**src/rtl/ds_hazard_ctrl.sv**
```systemverilog
// ID-stage interlock and forwarding scheduler: shadows ES/MS/WS destinations and resolves
// per-operand stall and forward-source selection, plus a saturating stall-cycle counter.
module ds_hazard_ctrl #(
  parameter int RA_W  = 5,
  parameter int CNT_W = 32
) (
  input  logic             clk,
  input  logic             reset,
  input  logic             flush,
  input  logic             ds_valid,
  input  logic             ds_rf_we,
  input  logic             ds_load_op,
  input  logic [RA_W-1:0]  ds_waddr,
  input  logic             ds_use_rs,
  input  logic             ds_use_rt,
  input  logic [RA_W-1:0]  ds_rs_addr,
  input  logic [RA_W-1:0]  ds_rt_addr,
  input  logic             es_allowin,
  input  logic             es_ready_go,
  input  logic             ms_allowin,
  input  logic             ms_ready_go,
  input  logic             ws_allowin,
  output logic             ds_ready_go,
  output logic [1:0]       rs_fwd_sel,
  output logic [1:0]       rt_fwd_sel,
  output logic [CNT_W-1:0] stall_cnt,
  input  logic             stall_cnt_clr
);

  typedef struct packed {
    logic            v;
    logic            we;
    logic            ld;
    logic [RA_W-1:0] waddr;
  } slot_t;

  typedef struct packed {
    logic       stall;
    logic [1:0] sel;
  } res_t;

  localparam logic [1:0] SEL_RF = 2'd0;
  localparam logic [1:0] SEL_ES = 2'd1;
  localparam logic [1:0] SEL_MS = 2'd2;
  localparam logic [1:0] SEL_WS = 2'd3;

  slot_t es_slot, ms_slot, ws_slot;
  res_t  rs_res, rt_res;
  logic  stall;

  function automatic logic slot_hit(input slot_t s, input logic use_op,
                                    input logic [RA_W-1:0] addr);
    return use_op && s.v && s.we && (s.waddr == addr) && (addr != '0);
  endfunction

  // Youngest producer wins: an ES match hides any older MS/WS match of the same register.
  function automatic res_t resolve(input slot_t es, input slot_t ms, input slot_t ws,
                                   input logic use_op, input logic [RA_W-1:0] addr);
    res_t r;
    r = '{stall: 1'b0, sel: SEL_RF};
    if (slot_hit(es, use_op, addr)) begin
      if (es.ld) r.stall = 1'b1;
      else       r.sel   = SEL_ES;
    end else if (slot_hit(ms, use_op, addr)) begin
      if (ms.ld) r.stall = 1'b1;
      else       r.sel   = SEL_MS;
    end else if (slot_hit(ws, use_op, addr)) begin
      r.sel = SEL_WS;
    end
    return r;
  endfunction

  // NOTE: every always_comb output gets a default first so no path leaves it unassigned (no latch).
  always_comb begin
    rs_res      = resolve(es_slot, ms_slot, ws_slot, ds_use_rs, ds_rs_addr);
    rt_res      = resolve(es_slot, ms_slot, ws_slot, ds_use_rt, ds_rt_addr);
    stall       = ds_valid && (rs_res.stall || rt_res.stall);
    ds_ready_go = !stall;
    rs_fwd_sel  = SEL_RF;
    rt_fwd_sel  = SEL_RF;
    if (!stall) begin
      rs_fwd_sel = rs_res.sel;
      rt_fwd_sel = rt_res.sel;
    end
  end

  // NOTE: state uses non-blocking assignments so all three slots shift on the same edge from
  // pre-edge values; the later flush assignment to .v overrides the handshake loads.
  // NOTE: the slots are plain registers, so the whole slot is reset, not just the valid bits.
  always_ff @(posedge clk or posedge reset) begin
    if (reset) begin
      es_slot <= '0;
      ms_slot <= '0;
      ws_slot <= '0;
    end else begin
      if (es_allowin)
        es_slot <= '{v: ds_valid && ds_ready_go, we: ds_rf_we, ld: ds_load_op, waddr: ds_waddr};
      if (ms_allowin)
        ms_slot <= '{v: es_slot.v && es_ready_go, we: es_slot.we, ld: es_slot.ld,
                     waddr: es_slot.waddr};
      if (ws_allowin)
        ws_slot <= '{v: ms_slot.v && ms_ready_go, we: ms_slot.we, ld: ms_slot.ld,
                     waddr: ms_slot.waddr};
      if (flush) begin
        es_slot.v <= 1'b0;
        ms_slot.v <= 1'b0;
        ws_slot.v <= 1'b0;
      end
    end
  end

  // Clear beats increment; the count sticks at all-ones instead of wrapping. Flush leaves it alone.
  always_ff @(posedge clk or posedge reset) begin
    if (reset)
      stall_cnt <= '0;
    else if (stall_cnt_clr)
      stall_cnt <= '0;
    else if (stall && (stall_cnt != '1))
      stall_cnt <= stall_cnt + CNT_W'(1);
  end

endmodule

```
**config.mk**
```make
export PLATFORM = sky130hd
export DESIGN_NAME = ds_hazard_ctrl
export DESIGN_NICKNAME = d
export VERILOG_FILES = /design/src/rtl/ds_hazard_ctrl.sv
export SDC_FILE = /design/constraint.sdc
export NUM_CORES = 1
export LEC_CHECK = 0
export BUFFER_PORTS_ARGS = -buffer_cell sky130_fd_sc_hd__buf_2
export CAP_MARGIN = 20
export CELL_PAD_IN_SITES_DETAIL_PLACEMENT = 1
export CELL_PAD_IN_SITES_GLOBAL_PLACEMENT = 1
export CORE_UTILIZATION = 30
export CTS_BUF_LIST = sky130_fd_sc_hd__clkbuf_16
export CTS_CLUSTER_SIZE = 20
export DETAILED_ROUTE_END_ITERATION = 12
export PLACE_DENSITY_LB_ADDON = 0.1
export REMOVE_ABC_BUFFERS = 1
export SYNTH_ARGS = -nofsm -noshare
export SYNTH_HDL_FRONTEND = slang
export SYNTH_SLANG_ARGS = --single-unit
```
**constraint.sdc**
```tcl
create_clock -name clk -period 2.2 [get_ports clk]
set_input_delay 0.11 -clock clk [delete_from_list [all_inputs] [get_ports clk]]
set_output_delay 0.11 -clock clk [all_outputs]
set_load 0.01 [all_outputs]
```
==> summary.md, run 1 <==
| Metric | Value |
|---|---|
| Total Nets Final | `a little under 500` |
| Rel. slew slack | `50.3%` |
| F_max | `between 300 and 400 MHz` |
| Shortest period the worst path allows | `between 2 and 3 ns` |
| CTS tree | `yes` |
| Fin. Hold Viols | `1` |
| CP Capture Type | `flip-flop` |
| Simple-gate portion of the synthesized area | `a little under a quarter` |
| Mapped cell area | `between 0.003 and 0.004 mm²` |
| Via/cell ratio | `around 5.1` |
| Crit path kind | `reg2reg` |
| Core area | `around 0.010 mm²` |
| Synth Warn # | `0` |
| Detail Route Antenna Nets | `0` |
| RSZ-0062 raised after global routing | `true` |
| Multi-input gate area | `around 0.0018 mm²` |
| Final Max Tran Viols | `0` |
| LEAKAGE | `1.88 nW` |
| Setup violators final | `36` |
| Drt first pass iters | `3` |
| Pin count of the biggest net entering global routing | `56` |
| Initial antenna violation count | `0` |
| Post-Layout Cell Count | `~600` |
| Number of global-route vias before repair | `between 3,000 and 4,000` |
| Drt initial violations | `51` |
| CP Data Arrival Time | `approximately 2.8 ns` |
| Share of layout cells above drive strength 1 | `40.4%` |
| Net Switching | `0.615 mW` |
| Routed via count | `3,040` |
| Internal power | `between 1.5 and 2 mW` |
| Chip Height | `105 µm` |
| Clock power frac | `between 30% and 40%` |
| All-layer global routing usage | `between 10% and 20%` |
| Syn Inst Count | `329` |
| I/O pins | `66` |
| Reg clk slew, reported paths | `approximately 0.070 ns` |
| Worst-Skew Late Latency | `about 0.30 ns` |
| Gate power share | `roughly 15%` |
| Layout area overhead | `38.7%` |
| Required time worst endpoint | `approximately 2.4 ns` |
| First-pass GRT wire length | `roughly 16 mm` |
| H-tree Lvls | `2` |
| Hold Crit Class | `in2reg` |
| PwrDens | `about 520 mW/mm²` |
| Hpwl dp | `~7.3 mm` |
| Post-synthesis xor/xnor area fraction | `8.60%` |
| Sequential power share | `49.7%` |
| Post-layout util | `42.6%` |
| Fillers | `about 1,200` |
| Post-Route WL | `about 9.8 mm` |
| Distinct cells, synth | `34` |
| Sink Count | `55` |
| Switching Fraction | `27.0%` |
| Total die area | `around 0.011 mm²` |
| Tcrit/Tclk final | `119%` |
| Setup crit start kind | `flip-flop` |
| Failing checks | `hold timing, setup timing` |
| Row Count | `37` |
| Worst slew pin tran | `between 0.7 and 0.8 ns` |
| Worst-path fanout max | `23` |
| IO Port Bufs | `65` |
| Compound-Gate Fraction of Synth Area | `about 14%` |
| Clk_skew | `about 0.0067 ns` |
| Register area | `0.00138 mm²` |
| Power Total | `2.27 mW` |
| Max capacitance violation total | `0` |
| Status | `complete, but fails checks` |
| Initial core utilization | `a little under a third` |
| Post-synthesis mux area share | `just over 7%` |
| GR Overflow Total | `0` |
| DRC | `0` |
| # placed instances | `584` |
| Max Root-Sink Buffers | `2` |
| Antenna Cells | `0` |
| Seq/Total Area, Yosys | `a little over two fifths` |
| Final WS setup | `-0.408 ns` |
| GPL Wtd Cong | `0.802` |
| Adder-cell share of the synthesized area | `0.397%` |
| #FFs+latches synth | `55` |
| Largest family of logic cells by synthesized area | `simple AND/OR/NAND/NOR gates` |
| Wire per inst | `16.5 µm` |
| VDD IR max | `0.000293 V` |
| Hold Slack | `-0.000852 ns` |
| Post-Syn Area per Cell | `approximately 9.6 µm²` |
| Root buf cell | `clkbuf_16` |
| Die width | `between 100 and 150 µm` |
| CTS buffer count | `5` |
==> power by group through the flow <==
stage | clock network [mW] | registers [mW] | logic (mW)
after global routing | 0.862 | 1.14 | 0.369
after CTS | 0.834 | 1.13 | 0.333
final | 0.809 | 1.13 | 0.334
after floorplan | 0 | 1.13 | 0.172
after detailed placement | 0 | 1.15 | 0.313
after global placement | 0 | 1.15 | 0.309
==> flip-flops by register name (all words and copies together) (netlist names) <==
register and cells:
stall_cnt 32, es_slot 8, ms_slot 8, ws_slot 7
==> per-layer routing <==
layer / global-route usage (%) / vias to the layer above / share of wire, %
met4: 5.61 / 0 / 1.4
met5: 0 / - / 0
met3: 2.56 / 9 / 2.3
met1: 24.4 / 1504 / 47
li1: - / 1486 / -
met2: 32.7 / 41 / 49
==> repair_timing <==
action                                  4_1_cts  5_1_grt
gates resized for setup                      11        5
endpoints found under the setup margin       38       38
hold buffers                                  0        0
setup buffers                                 3        1
pin swaps                                     7        3
==> critical path: stages, from the launching register on <==
cell and delay [ns]:
dfrtp_1 0.42, xnor2_1 0.19, nand2_1 0.13, or4_4 0.57, a2111oi_4 0.33, a21oi_2 0.08, buf_12 0.17, or4_4 0.48
a21oi_2 0.15
==> metrics by stage <==
step	setup TNS, ns	area, µm²	setup slack, ns
3_5_place_dp	-9.17	4130	-0.351
4_1_cts	-9.37	4340	-0.371
5_1_grt	-14.04	4380	-0.493
6_report	-10.34	4380	-0.408
2_1_floorplan	-16.45	3090	-0.791
3_3_place_gp	-7.66	4130	-0.285
==> synthesized netlist by cell type, drive strengths merged <==
cell type	count	share of area, %
or4	21	5.2
nand2	22	2.6
mux2i	1	0.32
clkbuf	11	1.3
nor3	3	0.48
dfrtp	55	44
nor4	6	1.2
nor2	8	0.95
inv	6	0.71
a22oi	1	0.24
a2111oi	1	0.87
o31ai	13	3.1
buf	4	0.83
nand4	15	3.0
nand2b	4	0.79
and4bb	1	0.40
o22ai	1	0.40
nor2b	2	0.40
and2	2	0.40
nand4b	1	0.28
nand3	18	2.9
or3	18	3.6
mux2	19	6.8
o21ai	23	3.8
xnor2	22	6.1
ha	1	0.40
and4	1	0.28
and3	5	0.99
xor2	9	2.5
a21oi	35	5.7
==> cells by family (layout without fill, tap and decap cells) <==
family                     count (synthesis)  after routing
and+or+nand+nor                          127            127
xor gates and xnor gates                  31             31
muxes                                     20             20
DFF                                       55             55
adders and majority gates                  1              1
AOI/OAI and AO/OA                         74             74
buffers and inverters                     21            152
==> layout make-up <==
cell class                 count  area share (%)
clock buffer                   5            2.86
tap                          136            3.89
sequential                    55            31.4
timing repair buffer         138            20.5
clock inverter                 3           0.372
inverter                       6           0.514
multi-input combinational    253            40.4
==> final timing paths <==
check,startpoint,to,slack [ns],depth (start not counted)
min in group asynchronous,reset,ws_slot[6]$_DFFE_PP0P_,0.01,3
max,es_slot[4]$_DFFE_PP0P_,stall_cnt[21]$_DFFE_PP0P_,-0.41,8
min reg2reg,es_slot[5]$_DFFE_PP0P_,ms_slot[5]$_DFFE_PP0P_,0.56,1
max reg2reg,es_slot[4]$_DFFE_PP0P_,stall_cnt[21]$_DFFE_PP0P_,-0.41,8
max in group asynchronous,reset,stall_cnt[20]$_DFFE_PP0P_,1.69,3
min,flush,es_slot[7]$_DFFE_PP0P_,-0.0009,2
==> cell usage in the layout (no fill, tap or decap), types with 3 or more instances in the layout <==
master     instances
buf_4             71
buf_2             65
dfrtp_1           55
a21oi_1           31
nand2_1           22
o21ai_0           22
xnor2_1           21
mux2_2            19
nand3_1           18
or4_1             17
or3_1             17
nand4_1           15
o31ai_1           13
xor2_1             8
nor2_1             7
inv_1              6
and3_1             5
clkbuf_16          5
or4_4              4
a21oi_2            4
nor4_1             3
nand2b_1           3
nor3_1             3
No activity file was read; power rests on OpenSTA's default activity.
==> run 2, diff against run 1 <==
Settings changed: GPL_TIMING_DRIVEN set to 0.
==> summary.md, run 2 (synthesized netlist as in run 1, its figures left out) <==
| Metric | Value |
|---|---|
| Status | `complete, but fails checks` |
| Fillers | `1,187` |
| Required time worst endpoint | `between 2 and 2.5 ns` |
| Sequential power share | `49.7%` |
| Row Count | `37` |
| Hold Slack | `between 0.01 and 0.015 ns` |
| Setup violators final | `37` |
| Pin count of the biggest net entering global routing | `34` |
| R2R Setup Slk | `-0.46 ns` |
| DRC | `0` |
| Worst-Skew Late Latency | `0.30 ns` |
| Most frequent cells in the layout | `65 x buf_2, 45 x dfrtp_1, 30 x a21oi_1, 30 x buf_4, 20 x nand2_1` |
| VDD IR max | `around 0.00032 V` |
| Max Root-Sink Buffers | `2` |
| Max reg flops | `32` |
| Drt first pass iters | `4` |
| Number of global-route vias before repair | `between 3,000 and 4,000` |
| Power Total | `roughly 2.3 mW` |
| Largest Register | `stall_cnt` |
| Hold Crit Class | `in2reg` |
| CP Capture Point | `stall_cnt[19]$_DFFE_PP0P_` |
| Largest regs | `stall_cnt (32), es_slot (8), ms_slot (8)` |
| Die width | `about 100 µm` |
| Worst path depth | `8` |
| Via/cell ratio | `around 5.3` |
| CTS buffer count | `5` |
| Shortest period the worst path allows | `2.66 ns` |
| CP Data Arrival Time | `approximately 2.9 ns` |
| Clk_skew | `around 0.01 ns` |
| Worst reg2reg path endpoint | `stall_cnt[19]$_DFFE_PP0P_` |
| RR Startpoint | `es_slot[0]$_DFFE_PP0P_` |
| Wire per inst | `about 19 µm` |
| Register area | `between 0.001 and 0.0015 mm²` |
| LEAKAGE | `1.78 nW` |
| Critical Path Slowest Stage Cell | `or4_4` |
| Sink Count | `55` |
| All-layer global routing usage | `19.6%` |
| Gate power share | `14.2%` |
| Layout area overhead | `40.6%` |
| First-pass GRT wire length | `16.8 mm` |
| # placed instances | `just over 500` |
| CP Capture Type | `flip-flop` |
| Routed via count | `3,023` |
| Post-Route WL | `between 10 and 15 mm` |
| GR Overflow Total | `0` |
| Root buf cell | `clkbuf_16` |
| Total die area | `roughly 0.011 mm²` |
| Total Nets Final | `460` |
| I/O pins | `between 60 and 70` |
| CTS tree | `yes` |
| H-tree Lvls | `2` |
| Core area | `between 0.01 and 0.015 mm²` |
| CP peak stage delay | `between 0.5 and 0.6 ns` |
| Net Switching | `0.628 mW` |
| Failing checks | `setup timing` |
| Crit path launch | `es_slot[0]$_DFFE_PP0P_` |
| IO Port Bufs | `65` |
| Worst slew pin tran | `roughly 0.69 ns` |
| Internal power | `about 1.7 mW` |
| CP bufs+invs | `1` |
| Worst-path cell chain | `xnor2_2, nand3_2, or4_4, a2111oi_4, buf_4, a21oi_4, or4_1, a21oi_1` |
| Crit-path leading delay family | `simple AND/OR/NAND/NOR gates` |
| Share of layout cells above drive strength 1 | `between 40% and 50%` |
| Initial antenna violation count | `0` |
| GPL Wtd Cong | `roughly 0.76` |
| Initial core utilization | `between 30% and 40%` |
| Reg2Reg Depth | `8` |
| Drt initial violations | `60` |
| Setup crit start kind | `flip-flop` |
| Final WS setup | `-0.456 ns` |
| Clock power frac | `~36%` |
| RSZ-0062 raised after global routing | `true` |
| Final Max Tran Viols | `0` |
| Chip Height | `~100 µm` |
| Tcrit/Tclk final | `121%` |
| Hold_sp | `flush` |
| Crit path kind | `reg2reg` |
| Fin. Hold Viols | `0` |
| PwrDens | `roughly 520 mW/mm²` |
| Switching Fraction | `around 27%` |
| Rel. slew slack | `between 50% and 60%` |
| Antenna Cells | `0` |
| TNS Setup | `-12.46 ns` |
| Multi-input gate area | `0.00198 mm²` |
| Hpwl dp | `about 6.6 mm` |
| Worst-path fanout max | `7` |
| Detail Route Antenna Nets | `0` |
| Max capacitance violation total | `0` |
| F_max | `376 MHz` |
| Reg clk slew, reported paths | `roughly 0.08 ns` |
| Leading cell type in the layout, fill and taps excluded | `buf_2` |
| Post-Layout Cell Count | `roughly 570` |
[run 2: worst min-delay path by stage]
stage,to,slack (ns),depth (start not counted)
CTS,es_slot[7]$_DFFE_PP0P_,0.02,2
floorplan,es_slot[7]$_DFFE_PP0P_,0.17,1
finish,ms_slot[7]$_DFFE_PP0P_,0.01,2
global route,ms_slot[7]$_DFFE_PP0P_,0.007,2
detailed placement,es_slot[2]$_DFFE_PP0P_,0.24,2
global placement,es_slot[7]$_DFFE_PP0P_,0.32,2
[run 2: repair_timing]
item                                   4_1_cts  5_1_grt
cloned                                       4        0
endpoints found under the hold margin       25        0
setup endpoints to repair                   37       37
hold buffers                                 1        0
resized for setup                           45       29
buffers inserted                            19       18
pin swaps                                   24       10
[run 2: cell type report]
cell class / instances / area share, %
Sequential cell: 55 / 31.3
Clock buffer: 5 / 2.82
Clock inverter: 3 / 0.479
Tap cell: 136 / 3.84
Inverter: 6 / 0.592
Multi-Input combinational cell: 255 / 44.6
Timing Repair Buffer: 107 / 16.4
[run 2: power by group through the flow]
stage	registers, mW	logic (mW)	clock network (mW)
after floorplan	1.13	0.172	0
after detailed placement	1.16	0.269	0
after CTS	1.14	0.296	0.851
after global placement	1.15	0.263	0
final	1.14	0.326	0.829
after global routing	1.15	0.360	0.892
[run 2: per-stage QoR]
| step | utilization (%) | setup slack (ns) | area, µm² |
|---|---|---|---|
| final | 43.2 | -0.456 | 4440 |
| after global routing | 43.2 | -0.547 | 4440 |
| after CTS | 40.5 | -0.436 | 4160 |
| after detailed placement | 35.3 | -1.24 | 3620 |
| after global placement | 34.9 | -1.95 | 3580 |
| after floorplan | - | -0.791 | 3090 |
[run 2: worst reg2reg max path, delay by kind of cell, from the launching register on]
kind                   cells  cell delay, ns
AND/OR/NAND/NOR            3            1.25
AO/OA/AOI/OAI              3            0.54
flip-flops                 1            0.45
buffers and inverters      1            0.20
XOR/XNOR                   1            0.15
[run 2: metal layers]
| layer | track usage (%) | part of all wire (%) | vias up |
|---|---|---|---|
| li1 | - | - | 1437 |
| met1 | 26.2 | 45 | 1532 |
| met2 | 33.0 | 50 | 52 |
| met3 | 3.74 | 4.0 | 2 |
| met4 | 3.67 | 0.42 | 0 |
| met5 | 0 | 0 | - |
==> run 3, diff against run 2 <==
Settings changed: PLACE_DENSITY set to 0.67, PLACE_DENSITY_LB_ADDON 0.1 to not set.
==> summary.md, run 3 (synthesized netlist as in run 1, its figures left out) <==
| Metric | Value |
|---|---|
| WL met2 | `~5 mm` |
| Largest regs | `stall_cnt (32), es_slot (8), ms_slot (8)` |
| Die width | `about 100 µm` |
| Chip Height | `roughly 100 µm` |
| Met1 Wirelength | `about 4.4 mm` |
| Max Root-Sink Buffers | `2` |
| Drt initial violations | `128` |
| Post-DP Area | `about 0.0036 mm²` |
| Sink Count | `55` |
| TNS Setup | `-10.45 ns` |
| Crit path launch | `es_slot[1]$_DFFE_PP0P_` |
| Clk_skew | `~0.0088 ns` |
| Layout area overhead | `32.3%` |
| Root buf cell | `clkbuf_16` |
| Setup violators final | `37` |
| Final Max Tran Viols | `0` |
| Via/cell ratio | `about 5.4` |
| Worst slew pin tran | `just under 0.7 ns` |
| Final Cell Area | `around 0.0042 mm²` |
| Pin count of the biggest net entering global routing | `34` |
| Detail Route Antenna Nets | `0` |
| LEAKAGE | `1.69 nW` |
| IO Port Bufs | `65` |
| PwrDens | `532 mW/mm²` |
| Worst-Skew Late Latency | `0.30 ns` |
| Hpwl dp | `between 6 and 7 mm` |
| GR Overflow Total | `0` |
| Leading cell type in the layout, fill and taps excluded | `buf_2` |
| GPL Wtd Cong | `around 0.8` |
| Status | `complete, but fails checks` |
| CP Capture Type | `flip-flop` |
| Routed via count | `about 3,000` |
| Share of layout cells above drive strength 1 | `around 37%` |
| CTS buffer count | `5` |
| CP Data Arrival Time | `roughly 2.8 ns` |
| Total die area | `0.0109 mm²` |
| Worst-path fanout max | `15` |
| Max capacitance violation total | `0` |
| I/O pins | `66` |
| R2R Setup Slk | `-0.42 ns` |
| Top Metal Used | `met4` |
| Reg2Reg Depth | `9` |
| Post-Route WL | `about 10 mm` |
| Required time worst endpoint | `around 2.4 ns` |
| Worst reg2reg path endpoint | `stall_cnt[9]$_DFFE_PP0P_` |
| Power Total | `~2.2 mW` |
| H-tree Lvls | `2` |
| Fillers | `around 1,200` |
| Shortest period the worst path allows | `roughly 2.6 ns` |
| Failing checks | `setup timing` |
| Fin. Hold Viols | `0` |
| Initial antenna violation count | `0` |
| RR Startpoint | `es_slot[1]$_DFFE_PP0P_` |
| VDD IR max | `approximately 0.00028 V` |
| Largest Register | `stall_cnt` |
| Initial core utilization | `about 31%` |
| Drt first pass iters | `6` |
| Routed met3 length | `~370 µm` |
| RSZ-0062 raised after global routing | `true` |
| F_max | `~380 MHz` |
| Antenna Cells | `0` |
| Final WS setup | `-0.416 ns` |
| Rel. slew slack | `54.2%` |
| CTS tree | `yes` |
| Total Nets Final | `roughly 450` |
| First-pass GRT wire length | `roughly 16 mm` |
| DRC | `0` |
| Most frequent cells in the layout | `65 x buf_2, 50 x dfrtp_1, 31 x a21oi_1, 29 x buf_4, 22 x nand2_1` |
| Hold Crit Class | `in2reg` |
| All-layer global routing usage | `between 10% and 20%` |
| Crit path kind | `reg2reg` |
| Core area | `around 0.010 mm²` |
| Max reg flops | `32` |
| Tcrit/Tclk final | `119%` |
| Wire per inst | `approximately 18 µm` |
| Row Count | `37` |
| Reg clk slew, reported paths | `~0.070 ns` |
| Setup crit start kind | `flip-flop` |
| Number of global-route vias before repair | `2,968` |
| CP Capture Point | `stall_cnt[9]$_DFFE_PP0P_` |
-- run 3: final cells by class --
class / instances / area [µm²] / area share [%]
Multi-Input combinational cell: 255 / 1860 / 44.5
Sequential cell: 55 / 1380 / 33.1
Timing Repair Buffer: 98 / 599 / 14.4
Tap cell: 136 / 170 / 4.08
Clock buffer: 5 / 125 / 3.00
Inverter: 6 / 26.3 / 0.629
Clock inverter: 3 / 15.0 / 0.360
-- run 3: timing repair --
action / in CTS / in global routing
pin swaps: 5 / 11
hold endpoints to repair: 29 / 0
gates cloned: 1 / 1
hold buffers: 1 / 0
endpoints found under the setup margin: 37 / 37
buffers inserted: 17 / 13
resized for setup: 22 / 11
-- run 3: power breakdown --
group          switching [mW]  internal [mW]  total [mW]
logic                   0.140          0.154       0.294
registers              0.0735           1.07        1.14
clock network           0.372          0.415       0.787
-- run 3: worst min-delay path by stage --
stage               start  slack [ns]                     end  depth (start not counted)
CTS                 flush        0.02  es_slot[7]$_DFFE_PP0P_                          2
global placement    flush        0.32  es_slot[7]$_DFFE_PP0P_                          2
floorplan           flush        0.17  es_slot[7]$_DFFE_PP0P_                          1
finish              flush        0.01  es_slot[7]$_DFFE_PP0P_                          2
global route        flush        0.02  ms_slot[7]$_DFFE_PP0P_                          2
detailed placement  reset        0.25  ws_slot[7]$_DFFE_PP0P_                          2
-- run 3: worst max-delay path: stages, from the launching register on --
cell and delay (ns):
dfrtp_2 0.44, xnor2_1 0.15, nand2_1 0.09, or4_4 0.57, a2111oi_4 0.35, buf_4 0.19, buf_4 0.14, a21oi_4 0.09
or3_1 0.37, a21oi_1 0.14
-- run 3: stage by stage --
stage	util, %	std cells	hold WS [ns]	setup slack [ns]
2_1_floorplan	-	314	0.173	-0.791
3_3_place_gp	34.9	515	0.318	-1.86
3_5_place_dp	35.3	517	0.254	-1.24
4_1_cts	39.2	544	0.0162	-0.402
5_1_grt	40.6	558	0.0187	-0.526
6_report	40.6	558	0.0143	-0.416
-- run 3: per-layer routing --
layer / global-route usage, % / up-vias
li1: - / 1417
met5: 0 / -
met3: 3.12 / 11
met1: 22.8 / 1547
met2: 30.7 / 66
met4: 4.29 / 0
